File: config.mk
export PLATFORM = sky130hd
export DESIGN_NAME = sort4_seq
export DESIGN_NICKNAME = d
export VERILOG_FILES = /design/src/rtl/sort_pkg.sv /design/src/rtl/sort2.sv /design/src/rtl/sort4_seq.sv
export SDC_FILE = /design/constraint.sdc
export NUM_CORES = 1
export LEC_CHECK = 0
export ABC_AREA = 1
export BUFFER_PORTS_ARGS = -buffer_cell sky130_fd_sc_hd__buf_2
export CORE_MARGIN = 1.5
export CORE_UTILIZATION = 48
export CTS_BUF_LIST = sky130_fd_sc_hd__clkbuf_16
export CTS_CLUSTER_DIAMETER = 60
export DETAILED_ROUTE_END_ITERATION = 12
export HOLD_SLACK_MARGIN = 0.15
export PLACE_DENSITY = 0.66
export REMOVE_ABC_BUFFERS = 1
export SETUP_SLACK_MARGIN = 0.15
export SLEW_MARGIN = 5
export SYNTH_ARGS = -nofsm -noshare
export SYNTH_HDL_FRONTEND = slang
export SYNTH_HIERARCHICAL = 1
export SYNTH_SLANG_ARGS = --single-unit
File: constraint.sdc
create_clock -name clk -period 6.8 [get_ports clk]
set_clock_uncertainty 0.05 [all_clocks]
set_input_delay 0 -clock clk [delete_from_list [all_inputs] [get_ports clk]]
set_output_delay 0 -clock clk [all_outputs]
set_load 0.01 [all_outputs]
File: src/rtl/sort_pkg.sv
// Shared definitions for the sequential sorter: defaults, derived constants
// and the controller state encoding.
package sort_pkg;

  localparam int unsigned DEF_WIDTH = 4;
  localparam int unsigned DEF_DEPTH = 4;

  // Number of compare-exchange steps in one full bubble sort of a batch.
  function automatic int unsigned ncmp(input int unsigned depth);
    return depth * (depth - 1) / 2;
  endfunction

  localparam int unsigned NCMP = DEF_DEPTH * (DEF_DEPTH - 1) / 2;

  // Encodings kept identical to the legacy constants.
  typedef enum logic [1:0] {
    LOAD  = 2'd0,
    SORT  = 2'd1,
    DRAIN = 2'd2
  } state_t;

endpackage

File: src/rtl/sort2.sv
// Combinational compare-exchange cell: out0 = min, out1 = max (unsigned).
module sort2 #(
  parameter int unsigned WIDTH = 4
) (
  input  logic [WIDTH-1:0] in0,
  input  logic [WIDTH-1:0] in1,
  output logic [WIDTH-1:0] out0,
  output logic [WIDTH-1:0] out1
);

  // Swap only when in1 is strictly smaller; equal values pass straight through.
  always_comb begin
    if (in1 < in0) begin
      out0 = in1;
      out1 = in0;
    end else begin
      out0 = in0;
      out1 = in1;
    end
  end

endmodule

File: src/rtl/sort4_seq.sv
// Sequential bubble sorter: load DEPTH values over a valid/ready stream,
// sort them in place one compare-exchange per clock, then stream them out
// smallest first.
module sort4_seq
  import sort_pkg::*;
#(
  parameter int unsigned WIDTH = DEF_WIDTH,
  parameter int unsigned DEPTH = DEF_DEPTH
) (
  input  logic             clk,
  input  logic             reset,
  input  logic             in_valid,
  input  logic [WIDTH-1:0] in_data,
  output logic             in_ready,
  output logic             out_valid,
  output logic [WIDTH-1:0] out_data,
  input  logic             out_ready,
  output logic             busy
);

  localparam int unsigned CW = (DEPTH > 2) ? $clog2(DEPTH) : 1;
  localparam logic [CW-1:0] ONE      = CW'(1);
  localparam logic [CW-1:0] LAST     = CW'(DEPTH - 1);
  localparam logic [CW-1:0] LASTPASS = CW'(DEPTH - 2);

  state_t           state;
  logic [CW-1:0]    idx;
  logic [CW-1:0]    pass;
  logic [CW-1:0]    rd;
  logic [WIDTH-1:0] mem [DEPTH];

  logic [CW-1:0]    idx_nxt;
  logic [CW-1:0]    pass_end;
  logic [WIDTH-1:0] lo;
  logic [WIDTH-1:0] hi;

  // Neighbour index and the last compare position of the current pass.
  always_comb begin
    idx_nxt  = idx + ONE;
    pass_end = LASTPASS - pass;
  end

  sort2 #(.WIDTH(WIDTH)) u_sort2 (
    .in0  (mem[idx]),
    .in1  (mem[idx_nxt]),
    .out0 (lo),
    .out1 (hi)
  );

  // Handshake flags decode from registered state only.
  always_comb begin
    in_ready  = (state == LOAD);
    out_valid = (state == DRAIN);
    busy      = (state != LOAD);
    out_data  = mem[rd];
  end

  // Controller, counters and buffer; reset discards the batch but not the data.
  always_ff @(posedge clk) begin
    if (reset) begin
      state <= LOAD;
      idx   <= '0;
      pass  <= '0;
      rd    <= '0;
    end else begin
      case (state)
        LOAD: begin
          if (in_valid) begin
            mem[idx] <= in_data;
            if (idx == LAST) begin
              idx   <= '0;
              pass  <= '0;
              state <= SORT;
            end else begin
              idx <= idx_nxt;
            end
          end
        end
        SORT: begin
          mem[idx]     <= lo;
          mem[idx_nxt] <= hi;
          if (idx == pass_end) begin
            idx <= '0;
            if (pass == LASTPASS) begin
              rd    <= '0;
              state <= DRAIN;
            end else begin
              pass <= pass + ONE;
            end
          end else begin
            idx <= idx_nxt;
          end
        end
        DRAIN: begin
          if (out_ready) begin
            if (rd == LAST) begin
              idx   <= '0;
              state <= LOAD;
            end else begin
              rd <= rd + ONE;
            end
          end
        end
        default: state <= LOAD;
      endcase
    end
  end

endmodule

==> implementation parameters <==
Parameter                              Value

Global routing
  First-pass GRT wire length ... 7983 um
  Number of antenna violations at the first check in global routing ... 0
  Via count of the first global-routing pass ... between 1.5k and 2k
  Maximum number of pins on one net before global-route repair ... 17
  Combined global-route utilization of all metal layers ... 24.19%
  Sum of overflow across all layers after global routing ... 0

Clock network
  Root Buffer Master ... clkbuf_16
  Clock tree from TritonCTS ... built
  Bufs on Longest Clock Path ... 2
  Clock transition at the registers of the reported paths ... 0.07 ns
  Worst-skew pair later-pin latency ... approximately 0.27 ns
  TritonCTS Buffers ... 3
  H-tree Lvls ... 1
  Post-CTS sizing ... 0
  Post-CTS Repair Setup Buffers ... 0
  Clock Sinks ... 28

Worst setup path
  Crit path DAT ... around 3.2 ns
  Family of cells with the greatest summed delay on the critical path ... adder cells
  Type of the worst setup path ... flip-flop to flip-flop
  Delay contributed by the slowest stage of the critical path ... approximately 0.61 ns
  Critical path required time ... 6.75 ns
  Sort of element at the end of the critical path ... flip-flop
  CP Buf/Inv Count ... 4
  Worst-path cell chain ... inv_2 -> ha_1 -> inv_1 -> o21ai_0 -> o22ai_1 -> inv_1 -> ha_1 -> inv_2 -> a21oi_4 -> nand2_4 -> nand2_1 -> nand2_1 -> mux2i_1 -> o21ai_0
  Critical path's slowest cell ... dfxtp_1
  Critical path peak fanout ... 14
  Critical path startpoint category ... flip-flop

Synthesis
  Adder-cell share of the synthesized area ... 11.13%
  Share of the synthesized area in compound gates (AO/OA/AOI/OAI) ... 17.93%
  Sequential cell area fraction in the yosys report ... 35.62%
  Netlist cell types ... 24
  Dominant synthesized flop cell ... edfxtp_1
  Combined area of all synthesized cells ... 2023 sq um
  Async SR Flop Fraction ... 0%
  Dominant combinational cell family by area after synthesis ... simple AND/OR/NAND/NOR gates
  XOR/XNOR Fraction of Synth Area ... 0%
  Post-Synthesis Mean Instance Area ... between 7 and 8 sq um
  Number of enable-type register cells in the synthesized netlist ... 16
  Fraction of synthesized area in multiplexers ... 1.979%
  Register bit total from synthesis ... 28
  Post-synthesis instance total ... 281
  Simple-gate share of the synthesized area ... about a quarter
  Yosys Warn Count ... 6

Power and ir drop
  Combinational group share of total power ... 57.8%
  Ratio of total power to cell area ... about 480 nW/um^2
  Worst IR drop on VDD ... 0.0002063 V
  Switching part of the total ... 48.28%
  Internal power ... 0.5738 mW
  Clock network fraction of total power ... 16.2%
  Leakage dissipation ... 1.074 nW
  Proportion of power drawn by flip-flops and latches ... 25.9%
  Sw Pwr ... 0.5357 mW

STA
  Final Setup Violations ... 0
  Maximum frequency from static timing analysis ... 306.9 MHz
  Setup TNS ... 0 ns
  Pins Over Slew Limit ... 0
  Final critical delay including setup and external delays ... 3.259 ns
  Final hold violations ... 0
  Slew at the pin with the worst max-slew slack ... about 0.58 ns
  Unrepaired setup endpoints after global routing ... no
  Worst max-slew margin expressed relative to the limit ... between 60% and 70%
  Period Utilization, post-route ... around 48%

Floorplanning
  Floorplan row count ... 23
  IO Pins ... 15
  X dimension of the die ... ~68 um
  Placeable core region ... 4029 sq um
  Height of the die ... 67.92 um
  Die area ... 4613 sq um
  Starting density of the core ... 50.22%

Job
  Number of maximum-capacitance constraint violations ... 0

Final layout
  Fraction of final layout cells with drive strength greater than 1 ... 10.00%
  Post-route cell area ... 2288 sq um
  Share of the core filled with cells in the final layout ... 56.80%
  Layout overhead on the synthesized area ... 13.11%
  # diodes ... 0
  Final layout net count ... 327

Routing
  Overall via count from detail_route ... about 1.8k
  WL final ... roughly 5100 um
  Residual antenna-violating net count after detailed routing ... 0
  Detail-routed via count per cell ... 5.251
  DRT Pass-1 Iters ... 6
  DR WL/cell ... 14.46 um
  First DRT Iteration DRCs ... 120
  Post-detailed-route DRC marker count ... 0

Placement
  Routability-driven placement congestion ratio ... 0.9422
  Number of port buffers ... 14
  DP HPWL ... 3818 um
  Placed inst area ... 2133 sq um

Hold path
  Worst min-delay path class ... primary input to flip-flop

Run status
  Run status ... complete, no violations
-- worst reg2reg max path, delay by kind of cell, from the launching register on --
family | cells | cell delay, ns
buf+inv | 4 | 0.46
flops | 1 | 0.61
mux | 1 | 0.27
fa+ha+maj | 2 | 0.72
compound gates | 4 | 0.68
simple gates | 3 | 0.22
-- placed cells by master (no fill, tap or decap) --
cell type,instances
nand2_1,56
nor2_1,49
o21ai_0,46
inv_1,34
ha_1,18
edfxtp_1,16
buf_2,14
o22ai_1,12
dfxtp_1,12
nand3_1,8
a21oi_1,5
dlygate4sd3_1,5
inv_2,4
mux2i_1,4
clkbuf_16,3
clkinv_1,2
nand2_2,2
nand2_4,2
o31ai_1,1
or2_4,1
o21ai_2,1
nand3_2,1
nand3b_1,1
nand4_1,1
bufinv_16,1
a21oi_4,1
-- cell type report --
class / count / area [sq um]
Tap cell: 50 / 62.56
Fill cell: 421 / 1740
Timing Repair Buffer: 19 / 120.1
Clock buffer: 3 / 75.07
Multi-Input combinational cell: 209 / 1130
Inverter: 40 / 150.1
Sequential cell: 28 / 720.7
Clock inverter: 1 / 30.03
-- cell families after synthesis --
kind of cell | Yosys count
and+or+nand+nor | 121
buffers and inverters | 44
AOI/OAI and AO/OA | 66
muxes | 4
adders and majority gates | 18
DFF | 28
-- metrics by stage --
stage,total power [mW],instances,hold WS [ns],setup WS (ns)
2_1_floorplan,0.7696,277,0.2161,4.051
3_3_place_gp,0.9208,341,0.3721,3.722
3_5_place_dp,0.9189,341,0.3913,3.603
4_1_cts,1.104,350,0.1746,3.584
5_1_grt,1.220,350,0.2564,3.203
6_report,1.110,350,0.1906,3.541
-- final timing paths --
check	startpoint	to	slack [ns]	cells after the start
max	idx[0]	mem[3][0]	3.54	14
min	in_valid	state[1]	0.19	6
max reg2reg	idx[0]	mem[3][0]	3.54	14
min reg2reg	pass[1]	pass[1]	0.47	4
-- cell usage after synthesis, drive strengths merged (2+ instances only) --
cell,n,area [sq um]
ha,18,225.2
inv,38,142.6
o21ai,47,239.0
nor2,49,183.9
clkbuf,3,11.26
clkinv,2,7.510
dfxtp,12,240.2
nand3,9,50.05
o22ai,12,75.07
mux2i,4,40.04
a21oi,6,41.29
edfxtp,16,480.5
nand2,60,245.2
-- repair_timing --
item | CTS | global route
hold endpoints to repair | 14 | 0
hold buffers | 5 | 0
endpoints found under the setup margin | 0 | 0
-- metal layers --
layer	vias up	wire, um	share of wire, %	track usage [%]
li1	958	-	-	-
met2	46	2130	42	33.25
met3	5	232	4.6	3.454
met4	0	63	1.2	7.500
met1	829	2633	52	38.39
met5	-	0	0	0
-- power groups by stage --
stage / clock network (mW) / registers [mW] / logic (mW)
6_report: 0.180 / 0.288 / 0.642
5_1_grt: 0.186 / 0.293 / 0.741
4_1_cts: 0.181 / 0.285 / 0.637
3_5_place_dp: 0 / 0.289 / 0.630
3_3_place_gp: 0 / 0.289 / 0.632
2_1_floorplan: 0 / 0.267 / 0.503
Power figures use the tool's default switching activity.
